===== src/rtl/rifl_rx_remote_monitor.sv =====
// rifl_rx_remote_monitor
// RX-side tracker of the remote end's flow-control requests. It watches runs of
// identical PAUSE / RETRANS / resume (DATA or IDLE) frames, drives the remote
// pause/retransmit request flags and keeps saturating event statistics.
module rifl_rx_remote_monitor #(
  parameter int FRAME_WIDTH    = 128,
  parameter int PAUSE_THRESH   = 8,
  parameter int RETRANS_THRESH = 8,
  parameter int RESUME_THRESH  = 16,
  parameter int STAT_WIDTH     = 16
) (
  input  logic                   clk,
  input  logic                   rst,
  input  logic [FRAME_WIDTH-1:0] data_in,
  input  logic                   rx_up,
  input  logic                   payload_valid,
  input  logic                   stat_clr,
  output logic                   remote_pause_req,
  output logic                   remote_retrans_req,
  output logic                   retrans_pulse,
  output logic [STAT_WIDTH-1:0]  pause_events,
  output logic [STAT_WIDTH-1:0]  retrans_events,
  output logic [STAT_WIDTH-1:0]  unknown_frames
);

  localparam logic [3:0]  HDR_CONTROL  = 4'b1010;
  localparam logic [3:0]  HDR_DATA     = 4'b0101;
  localparam logic [15:0] CODE_IDLE    = 16'h9D91;
  localparam logic [15:0] CODE_PAUSE   = 16'hD919;
  localparam logic [15:0] CODE_RETRANS = 16'h919D;

  localparam int PW = $clog2(PAUSE_THRESH + 1);
  localparam int TW = $clog2(RETRANS_THRESH + 1);
  localparam int SW = $clog2(RESUME_THRESH + 1);

  // Encoding is {retrans, pause} so each output is a single state bit.
  typedef enum logic [1:0] {
    ST_RUN             = 2'b00,
    ST_PAUSED          = 2'b01,
    ST_RETRANS         = 2'b10,
    ST_RETRANS_PAUSED  = 2'b11
  } state_t;

  logic [3:0]    hdr_q;
  logic [15:0]   code_q;
  logic          is_ctrl, is_data;
  logic          is_pause, is_retrans, is_resume, is_unknown;
  logic [PW-1:0] pause_cnt;
  logic [TW-1:0] retrans_cnt;
  logic [SW-1:0] resume_cnt;
  logic          pause_hit, retrans_hit, resume_hit;
  logic          rx_up_q;
  state_t        state_q, state_d;
  logic          pause_next, retrans_next;
  logic          pause_rise, retrans_rise;

  // Stage 1: capture header and control code of every frame.
  // NOTE: pure datapath register with no reset or enable; classification is
  // qualified by rx_up, so its post-reset contents never reach state.
  always_ff @(posedge clk) begin
    hdr_q  <= data_in[FRAME_WIDTH-1 -: 4];
    code_q <= data_in[FRAME_WIDTH-7 -: 16];
  end

  // Frame classification from the stage-1 fields; the four classes are exclusive.
  always_comb begin
    is_ctrl    = (hdr_q == HDR_CONTROL);
    is_data    = (hdr_q == HDR_DATA);
    is_pause   = is_ctrl && (code_q == CODE_PAUSE);
    is_retrans = is_ctrl && (code_q == CODE_RETRANS);
    is_resume  = is_data || (is_ctrl && (code_q == CODE_IDLE));
    is_unknown = !(is_pause || is_retrans || is_resume);
  end

  // Run-length counters: restart on a class change or link down, saturate at threshold.
  always_ff @(posedge clk) begin
    if (rst || !rx_up) begin
      pause_cnt   <= '0;
      retrans_cnt <= '0;
      resume_cnt  <= '0;
    end else begin
      if (!is_pause)                            pause_cnt   <= '0;
      else if (pause_cnt != PW'(PAUSE_THRESH))  pause_cnt   <= pause_cnt + PW'(1);
      if (!is_retrans)                              retrans_cnt <= '0;
      else if (retrans_cnt != TW'(RETRANS_THRESH))  retrans_cnt <= retrans_cnt + TW'(1);
      if (!is_resume)                           resume_cnt  <= '0;
      else if (resume_cnt != SW'(RESUME_THRESH)) resume_cnt <= resume_cnt + SW'(1);
    end
  end

  assign pause_hit   = (pause_cnt   == PW'(PAUSE_THRESH));
  assign retrans_hit = (retrans_cnt == TW'(RETRANS_THRESH));
  assign resume_hit  = (resume_cnt  == SW'(RESUME_THRESH));

  // Link-state history for detecting rx_up falling; reset low so a link that
  // is down out of reset is not seen as a drop.
  always_ff @(posedge clk) begin
    if (rst) rx_up_q <= 1'b0;
    else     rx_up_q <= rx_up;
  end

  // Request state register.
  always_ff @(posedge clk) begin
    if (rst) state_q <= ST_PAUSED;
    else     state_q <= state_d;
  end

  // Next request state: per-bit priority while the link is up, forced pause on link drop.
  // NOTE: every always_comb output gets a default first so no latch is inferred.
  always_comb begin
    pause_next   = state_q[0];
    retrans_next = state_q[1];
    if (rx_up) begin
      if (pause_hit)                                     pause_next = 1'b1;
      else if (payload_valid || resume_hit || retrans_hit) pause_next = 1'b0;
      if (resume_hit)       retrans_next = 1'b0;
      else if (retrans_hit) retrans_next = 1'b1;
    end else if (rx_up_q) begin
      pause_next = 1'b1;
    end
    state_d      = state_t'({retrans_next, pause_next});
    pause_rise   = pause_next & ~state_q[0];
    retrans_rise = retrans_next & ~state_q[1];
  end

  assign remote_pause_req   = state_q[0];
  assign remote_retrans_req = state_q[1];

  // Strobe for the cycle in which remote_retrans_req first reads high.
  always_ff @(posedge clk) begin
    if (rst) retrans_pulse <= 1'b0;
    else     retrans_pulse <= retrans_rise;
  end

  // Saturating statistics; a clear wins over an event in the same cycle.
  always_ff @(posedge clk) begin
    if (rst || stat_clr) begin
      pause_events   <= '0;
      retrans_events <= '0;
      unknown_frames <= '0;
    end else begin
      if (pause_rise && (pause_events != '1))
        pause_events <= pause_events + STAT_WIDTH'(1);
      if (retrans_rise && (retrans_events != '1))
        retrans_events <= retrans_events + STAT_WIDTH'(1);
      if (rx_up && is_unknown && (unknown_frames != '1))
        unknown_frames <= unknown_frames + STAT_WIDTH'(1);
    end
  end

endmodule


===== config.mk =====
export PLATFORM = sky130hd
export DESIGN_NAME = rifl_rx_remote_monitor
export DESIGN_NICKNAME = d
export VERILOG_FILES = /design/src/rtl/rifl_rx_remote_monitor.sv
export SDC_FILE = /design/constraint.sdc
export NUM_CORES = 1
export LEC_CHECK = 0
export ABC_AREA = 1
export ABC_CLOCK_PERIOD_IN_PS = 1800
export CORE_MARGIN = 2
export CORE_UTILIZATION = 42
export DETAILED_ROUTE_END_ITERATION = 12
export PLACE_DENSITY = 0.81
export SLEW_MARGIN = 20
export SYNTH_ARGS = -nofsm -noshare
export SYNTH_HDL_FRONTEND = slang
export SYNTH_SLANG_ARGS = --single-unit

===== constraint.sdc =====
create_clock -name clk -period 1.8 [get_ports clk]
set_input_delay 0.27 -clock clk [delete_from_list [all_inputs] [get_ports clk]]
set_output_delay 0.27 -clock clk [all_outputs]
set_load 0.02 [all_outputs]

[Yosys cells after proc, flatten, opt, wreduce, memory -nomap -nowiden]
Index checks and enable logic that the tools add are counted.
Word-level totals
  word-level logic and storage cells: 64
  flip-flop bits (word level): 85
  bits of input ports: 133
  output and inout bits: 51
Cells by class
  add/subtract/negate cells: 6
  bitwise operators: 7
  multiplexer cells: 7
  equality and inequality tests: 14
  reductions and logical operators: 19
Operators with widths (number)
  $add 16x1->16 const B: 3
  $eq 16x16->1 const B: 3
  $ne 16x16->1 const B: 3
  $eq 4x4->1 const B: 3
  $add 4x1->4 const B: 2
  $ne 4x4->1 const B: 2
  $logic_and 1x1->1: 7
  $logic_or 1x1->1: 7
  $mux 1: 7
  $reduce_or 2->1: 3
  $add 5x1->5 const B: 1
  $eq 5x5->1 const B: 1
  $ne 5x5->1 const B: 1
  $not 1->1: 5
  $eq 4x3->1 const B: 1
  $and 1x1->1: 2
  $logic_not 1->1: 2

[Logic depth before layout (Yosys ltp)]
Gate-level depths: netlist (run 1).
  word-level depth: 8
  depth in mapped cells: 11

[Worst setup path before layout (run 1)]
No wires, ideal clock.
  kind: register to register
  from: register unknown_frames[1]
  to: register unknown_frames[5]
  required time: 1.732 ns
  arrival: 1.641 ns
  clock period less this slack: 1.709 ns
  cell stages (with the launch flop): 11
  setup slack: 0.091 ns
  cells stage by stage: dfxtp_1 -> ha_1 -> nand3_2 -> nor2_4 -> nand2_2 -> nor2_4 -> nand2_4 -> nand3_4 -> buf_6 -> nand2_1 -> a21oi_2
Between the ends
  cells in the longest elaborated chain, start to end: 2
  elaborated cells on any way between the ends: 3
  those cells by class: add/sub (1); eq/ne (1); reduce/logical (1)
RTL lines
  start: declaration: line 23  | output logic [STAT_WIDTH-1:0] unknown_frames
  start signal: assignment: line 147  | unknown_frames <= unknown_frames + STAT_WIDTH'(1);
  parallel branches: the longest is 2 deep, another holds $add 16x1->16
Several ways; the timed one is not identified.
A chain may end at the register's enable or synchronous reset.

[Final worst setup path (run 1)]
  from: register unknown_frames[0]
  to: output port unknown_frames[0]
No word-level cell between the ends.

==> impl.org, run 1 <==
** Global route
- After global routing the overflow that remains totals 0.
- For this run, the total global-route usage over all layers was measured as 0.198.
- The initial antenna violation count was 0.
- Number of global-route vias before repair :: 3957
- Entering global routing, the biggest net connects 35 pins.
- Global-route wire length before repair :: 16900 um

** Placed design
- Port buffering added 75 buffers.
- The number of placed instances, taps included, is 788.
- Final HPWL DP :: 7430 um
- Placer congestion estimate :: 0.910

** Worst setup path
- For this design, the slowest cell found on the critical path is sky130_fd_sc_hd__clkdlybuf4s50_1.
- STA puts the critical path data arrival time at 1.46 ns.
- CP Data Required Time :: 1.53 ns
- By startpoint and endpoint, the worst setup path is classified as flip-flop to primary output.
- Crit path from :: unknown_frames[0]$_SDFFE_PP0P_
- STA classifies the critical path endpoint as a primary output.
- The worst setup path is launched from a flip-flop.
- The worst register-to-register path begins at retrans_cnt[0]$_SDFFE_PP0N_.
- On the worst path, the slowest cell contributes a delay of 0.60 ns.
- The critical path goes through buf_4 > clkdlybuf4s50_1.
- Biggest fanout along the worst timing path :: 4

** Clock tree
- The tree built by TritonCTS fans out to 85 sinks.
- Hold_buf cts :: 0
- Counting the buffers created by CTS gives 9.
- CTS Root Buffer Type :: sky130_fd_sc_hd__clkbuf_8
- TritonCTS clock tree :: built
- Counting along the longest clock path gives a buffer depth of 2.
- After clock tree synthesis, the clock-pin slew on the worst setup and hold paths is 0.08 ns.
- Insertion delay to the later sink of the worst-skew pair :: 0.36 ns
- CTS H-tree lvls :: 3

** Power and ir drop
- Static power due to leakage :: 2.00 nW
- VDD sags by at most 0.458 mV.
- Net Sw Power :: 0.804 mW
- Proportion of total power due to net switching :: 0.228
- Cell internal power was estimated by the tool at 2.73 mW.
- The share of total power dissipated in the clock network is 0.401.
- Comb power frac :: 0.055
- The share of total power dissipated in sequential elements is 0.544.
- After layout, the design draws a total of 3.53 mW.
- Power Density :: 645 nW/um^2

** Route
- Routed wire length per instance :: 12.4 um
- Number of design rule violations left after detail routing :: 0
- Wires add up to 9980 um.
- In this run the remaining antenna-violating nets after routing total 0.
- Vias post-DR :: 4032
- For this block, the initial DRC count from the detailed router was 190.
- The pre-antenna-repair detailed-routing pass consisted of 4 iterations.
- Dividing the detail-routed via count by the number of cells gives 5.00.

** Cells and area
- Ant. Diodes :: 0
- Most frequent cells in the layout :: 137 x sky130_fd_sc_hd__nand2_1, 81 x sky130_fd_sc_hd__dfxtp_1, 69 x sky130_fd_sc_hd__nor2_1
- From synthesis to final layout, the design area changed by 33.0%.
- The final layout contains 810 nets.
- Multi-input gate area in the final layout :: 2190 sq um
- Leaving out filler cells and counting taps, the final layout contains 806.
- Proportion of layout cells with a drive suffix above 1 :: 0.132
- Registers take 1710 sq um.
- The library cell used most frequently in the layout, excluding fill and tap cells, is sky130_fd_sc_hd__nand2_1.
- Once layout is complete, the utilization of the core stands at 0.568.
- Fill cells in the final layout number 914.

** Floorplanning
- For this design the top-level I/O count stands at 184.
- For this configuration, the core starts out at a cell density of 0.427.
- The total area inside the core boundary comes to 9640 sq um.
- Overall die area :: 10600 sq um
- The floorplan has 36 rows.
- The die is 103 um tall.
- In this run the horizontal extent of the chip is 103 um.

** Synth
- Number of cells produced by synthesis :: 565
- Sequential fraction of the synthesis area :: 0.413
- Nets in the synthesized netlist :: 707
- Counting flops and latches in the post-synthesis netlist gives 85.
- Summing every instance area after synthesis gives 4120 sq um.
- Yosys printed 0 warnings.
- Post-synth cell types :: 33
- In this run the mean area of a mapped cell was 7.29 sq um.

** Min path
- The tightest min-delay check is of the primary input to flip-flop type.
- The startpoint identified for the worst hold timing path is data_in[118].

** Job
- # Max-Cap Violations :: 0

** STA
- Ratio of final minimum period to clock period :: 0.963
- Worst slew margin relative to its limit :: 0.712
- The clock period could shrink to 1.73 ns.
- The final hold violation count was 0.
- Actual transition at the worst max-transition pin :: 0.429 ns
- Setup violations remaining at the end of the flow were counted as 0.
- Final-report max-slew violation count :: 0
- Worst clock skew on the final layout :: 0.0165 ns
- Achievable clock frequency :: 0.577 GHz

** Run status
- The run finished with clean final reports.
## registers in the layout (all words and copies together), names as in the netlist
signal and flops:
state_q 2, unknown_frames 16, pause_events 16, code_q 16, pause_cnt 4, retrans_events 16
retrans_pulse 1, rx_up_q 1, retrans_cnt 4, hdr_q 4, resume_cnt 5
## power by group through the flow
| stage | registers (mW) | clock network (mW) | logic [mW] |
|---|---|---|---|
| after floorplan | 1.97 | 0 | 0.0865 |
| after global placement | 1.97 | 0 | 0.187 |
| after detailed placement | 1.97 | 0 | 0.192 |
| after CTS | 1.92 | 1.45 | 0.193 |
| after global routing | 1.93 | 1.53 | 0.212 |
| final | 1.92 | 1.42 | 0.194 |
## Yosys cell counts
cell type | number | area share
sky130_fd_sc_hd__a211oi_1 | 1 | 0.0018
sky130_fd_sc_hd__a21o_1 | 1 | 0.0018
sky130_fd_sc_hd__a21oi_1 | 44 | 0.053
sky130_fd_sc_hd__a21oi_2 | 5 | 0.011
sky130_fd_sc_hd__a31oi_1 | 2 | 0.0030
sky130_fd_sc_hd__and2_1 | 1 | 0.0015
sky130_fd_sc_hd__buf_2 | 6 | 0.0073
sky130_fd_sc_hd__buf_4 | 2 | 0.0036
sky130_fd_sc_hd__buf_6 | 2 | 0.0055
sky130_fd_sc_hd__clkbuf_1 | 4 | 0.0036
sky130_fd_sc_hd__clkinv_1 | 2 | 0.0018
sky130_fd_sc_hd__dfxtp_1 | 85 | 0.41
sky130_fd_sc_hd__ha_1 | 9 | 0.027
sky130_fd_sc_hd__inv_1 | 38 | 0.035
sky130_fd_sc_hd__inv_2 | 6 | 0.0055
sky130_fd_sc_hd__nand2_1 | 139 | 0.13
sky130_fd_sc_hd__nand2_2 | 2 | 0.0030
sky130_fd_sc_hd__nand2_4 | 1 | 0.0027
sky130_fd_sc_hd__nand3_1 | 35 | 0.043
sky130_fd_sc_hd__nand3_2 | 4 | 0.0097
sky130_fd_sc_hd__nand3_4 | 1 | 0.0043
sky130_fd_sc_hd__nand3b_1 | 2 | 0.0036
sky130_fd_sc_hd__nand4_1 | 27 | 0.041
sky130_fd_sc_hd__nor2_1 | 72 | 0.066
sky130_fd_sc_hd__nor2_2 | 5 | 0.0076
sky130_fd_sc_hd__nor2_4 | 5 | 0.014
sky130_fd_sc_hd__nor3_1 | 23 | 0.028
sky130_fd_sc_hd__nor4_2 | 1 | 0.0030
sky130_fd_sc_hd__o21ai_0 | 5 | 0.0061
sky130_fd_sc_hd__o21ai_1 | 7 | 0.0085
sky130_fd_sc_hd__or2_2 | 1 | 0.0015
sky130_fd_sc_hd__xnor2_1 | 12 | 0.026
sky130_fd_sc_hd__xor2_1 | 15 | 0.032
## per-stage QoR
| step | setup WS [ns] | TNS, ns | hold slack (ns) | area, sq um |
|---|---|---|---|---|
| 3_5_place_dp | 0.0460 | 0 | 0.485 | 5190 |
| 6_report | 0.0660 | 0 | 0.350 | 5480 |
| 2_1_floorplan | 0.0907 | 0 | 0.298 | 4120 |
| 3_3_place_gp | 0.125 | 0 | 0.480 | 5190 |
| 5_1_grt | -0.0116 | -0.0116 | 0.326 | 5480 |
| 4_1_cts | 0.0195 | 0 | 0.336 | 5400 |
## cell families after synthesis
kind of cell	Yosys count	synth area share
simple gates	319	0.355
flops	85	0.413
buf+inv	60	0.0620
compound gates	65	0.0854
fa+ha+maj	9	0.0273
xor+xnor	27	0.0574
## metal layers
layer | track usage | vias to the layer above | wire length, um
li1 | - | 2053 | -
met1 | 0.248 | 1839 | 4400
met2 | 0.340 | 129 | 4780
met3 | 0.0481 | 11 | 703
met4 | 0.0516 | 0 | 109
met5 | 0 | - | 0
## critical path: cells and delay by family, from the launching register on
| kind | cells | cell delay, ns |
|---|---|---|
| buffers and inverters | 2 | 0.75 |
| flip-flops | 1 | 0.36 |
## area by class of cell
cell class | instances | area share
Tap cell | 133 | 0.0304
Sequential cell | 85 | 0.312
Clock inverter | 4 | 0.0101
Timing Repair Buffer | 106 | 0.187
Clock buffer | 12 | 0.0283
Multi-Input combinational cell | 420 | 0.400
Inverter | 46 | 0.0320
## what timing repair did
action	in CTS	in global routing
setup endpoints to repair	1	40
hold endpoints to repair	0	0
pin swaps	0	3
gates resized for setup	1	22
setup buffers	0	2
## final timing paths
check | slack (ns) | cells past startpoint | to
setup / recovery | 0.07 | 2 | unknown_frames[0]
hold / removal | 0.35 | 1 | code_q[12]$_DFF_P_
setup reg to reg | 0.15 | 11 | retrans_events[11]$_SDFFE_PP0P_
hold reg to reg | 0.49 | 2 | retrans_cnt[0]$_SDFFE_PP0N_
No activity file was read; power rests on OpenSTA's default activity.
==> inputs of run 2 (changes only) <==
--- a/config.mk
+++ b/config.mk
@@ -6,11 +6,11 @@
 export NUM_CORES = 1
 export LEC_CHECK = 0
 export ABC_AREA = 1
-export ABC_CLOCK_PERIOD_IN_PS = 1800
+export ABC_CLOCK_PERIOD_IN_PS = 2050
 export CORE_MARGIN = 2
-export CORE_UTILIZATION = 42
+export CORE_UTILIZATION = 45
 export DETAILED_ROUTE_END_ITERATION = 12
-export PLACE_DENSITY = 0.81
+export PLACE_DENSITY = 0.89
 export SLEW_MARGIN = 20
 export SYNTH_ARGS = -nofsm -noshare
 export SYNTH_HDL_FRONTEND = slang
==> constraint.sdc (replaced) <==
create_clock -name clk -period 2.05 [get_ports clk]
set_input_delay 0.3075 -clock clk [delete_from_list [all_inputs] [get_ports clk]]
set_output_delay 0.3075 -clock clk [all_outputs]
set_load 0.02 [all_outputs]
==> impl.org, run 2 (synthesized netlist as in run 1, its figures left out) <==
** Run status
- The flow ran to the end, and the final reports show no timing, DRC or antenna violations.

** STA
- Headroom to the max-slew limit came out at 0.695.
- For the pin with the worst max-slew slack, the measured transition is 0.455 ns.
- Based on the critical path, the design can be clocked at up to 0.529 GHz.
- Number of endpoints failing setup at the final stage :: 0
- Final-report max-slew violation count :: 0
- RSZ-0062 raised after global routing :: no
- In the finished design, the share of the clock period the worst path needs comes to 0.921.
- Final worst path period need :: 1.89 ns
- Worst clock skew on the final layout :: 0.0131 ns
- Aggregate negative setup slack :: 0 ns
- Hold violation count in the final report :: 0

** Floorplanning
- For this configuration, the core starts out at a cell density of 0.468.
- Overall die area :: 9930 sq um
- The die is 99.7 um tall.
- The region available for standard cell placement spans 8810 sq um.
- Row generation in the floorplan step produced 34 rows.
- During I/O placement, the number of pins put on the boundary was 184.
- Horizontal die dimension :: 99.7 um

** Global route
- Entering global routing, the biggest net connects 26 pins.
- The initial antenna violation count was 0.
- Number of global-route vias before repair :: 3716
- Summed over all layers, the global routing overflow is 0.
- The first global-routing pass estimated 16000 um of wire.
- In the global route stage, overall resource usage came out at 0.194.

** Clock tree
- In this run the number of H-tree levels came out at 3.
- At the later pin of the worst-skew pair, clock insertion delay measures 0.36 ns.
- TritonCTS built the clock tree.
- Clock tree synthesis inserted a total of 9 buffers.
- Clock-pin slew of the registers on the worst-case setup and hold paths :: 0.10 ns
- The clock passes through at most 2 buffers.
- Clock Sink Count :: 85
- The cell sitting at the root of the clock tree is a sky130_fd_sc_hd__clkbuf_8.

** Cells and area
- Of the cells placed in the final design, the portion with a size suffix greater than 1 is 0.0917.
- The number of antenna diodes in the final layout is 0.
- Final net count :: 791
- Most frequent cells in the layout :: 139 x sky130_fd_sc_hd__nand2_1, 84 x sky130_fd_sc_hd__dfxtp_1, 75 x sky130_fd_sc_hd__clkdlybuf4s50_1
- Once layout is complete, the utilization of the core stands at 0.595.
- From synthesis to final layout, the design area changed by 27.3%.
- Leaving out fill and tap cells, the most frequent cell in the layout is sky130_fd_sc_hd__nand2_1.

** Route
- Drt first-iter violations :: 171
- Routed via count divided by cell count :: 5.31
- In the final routing, the length of wire on met1 measures 4300 um.
- For this run, design rule violations remaining after detail routing come to 0.
- Top routing layer in use :: met4
- DRT antenna net count :: 0
- Routed wire length per instance :: 12.8 um
- Iteration count of the initial detailed-routing pass :: 4
- Vias post-DR :: 4045
- Wire segments on met2 add up to 4670 um in the final route.
- Wire length on met3 :: 676 um
- Wirelength, routed :: 9740 um

** Worst setup path
- Crit Path Class :: flip-flop to flip-flop
- Critical Path AT :: 2.15 ns
- In this run the worst path has a maximum fanout of 16.
- Data on the critical path is required at its endpoint by 2.31 ns.
- STA classifies the critical path startpoint as a flip-flop.
- STA classifies the critical path endpoint as a flip-flop.

** Power and ir drop
- In this run the power density over the cells is 579 nW/um^2.
- The analysis attributes to cell leakage a power of 1.78 nW.
- Highest ir drop seen on vdd :: 0.433 mV

** Job
- Max-cap violations in this run came to 0.

** Min path
- In this run the worst hold path is classified as primary input to flip-flop.

** Placed design
- Final HPWL DP :: 7090 um
- Placer congestion estimate :: 0.876
- Port Buf Inserts :: 75
==> run 2: final timing paths <==
path	startpoint	to	slack [ns]	cells past startpoint
max	unknown_frames[1]$_SDFFE_PP0P_	unknown_frames[0]$_SDFFE_PP0P_	0.16	10
min	data_in[118]	code_q[12]$_DFF_P_	0.38	1
max reg2reg	unknown_frames[1]$_SDFFE_PP0P_	unknown_frames[0]$_SDFFE_PP0P_	0.16	10
min reg2reg	retrans_events[0]$_SDFFE_PP0P_	retrans_events[0]$_SDFFE_PP0P_	0.50	1
==> run 2: power breakdown <==
group / switching (mW) / total (mW) / internal (mW)
sequential: 0.0141 / 1.69 / 1.68
combinational: 0.0840 / 0.164 / 0.0805
clock: 0.696 / 1.18 / 0.483
==> run 2: layout make-up <==
| type | count | area, sq um |
|---|---|---|
| inverter | 46 | 173 |
| sequential | 85 | 1700 |
| clock inverter | 7 | 81.3 |
| clock buffer | 9 | 124 |
| multi-input combinational | 420 | 2160 |
| timing repair buffer | 87 | 866 |
| tap | 108 | 135 |
| fill | 755 | 3560 |
==> run 2: repair_timing <==
| action | in CTS | in global routing |
|---|---|---|
| hold buffers | 0 | 0 |
| setup buffers | 0 | 3 |
| gates resized for setup | 0 | 1 |
| setup endpoints to repair | 0 | 9 |
==> run 2: critical path: stages, from the launching register on <==
cell	delay, ns
sky130_fd_sc_hd__dfxtp_1	0.43
sky130_fd_sc_hd__ha_1	0.31
sky130_fd_sc_hd__nand3_2	0.13
sky130_fd_sc_hd__nor2_4	0.16
sky130_fd_sc_hd__nand2_2	0.09
sky130_fd_sc_hd__nor2_4	0.10
sky130_fd_sc_hd__nand2_4	0.14
sky130_fd_sc_hd__nand3_4	0.23
sky130_fd_sc_hd__nand2_1	0.07
sky130_fd_sc_hd__nand2_1	0.07
sky130_fd_sc_hd__nor2_1	0.04
==> run 2: stage by stage <==
step | hold slack (ns) | setup slack [ns] | power [mW] | std cells | instance area [sq um]
after floorplan | 0.335 | 0.341 | 1.81 | 565 | 4120
after global placement | 0.480 | 0.178 | 1.88 | 743 | 5000
after detailed placement | 0.501 | 0.114 | 1.88 | 743 | 5000
after CTS | 0.362 | 0.129 | 3.05 | 759 | 5210
after global routing | 0.347 | 0.0157 | 3.15 | 762 | 5240
final | 0.375 | 0.161 | 3.03 | 762 | 5240
==> run 2: routing by layer <==
| metal | GRT usage | vias to the layer above |
|---|---|---|
| met1 | 0.242 | 1843 |
| li1 | - | 2026 |
| met5 | 0 | - |
| met4 | 0.0759 | 0 |
| met3 | 0.0394 | 13 |
| met2 | 0.331 | 163 |
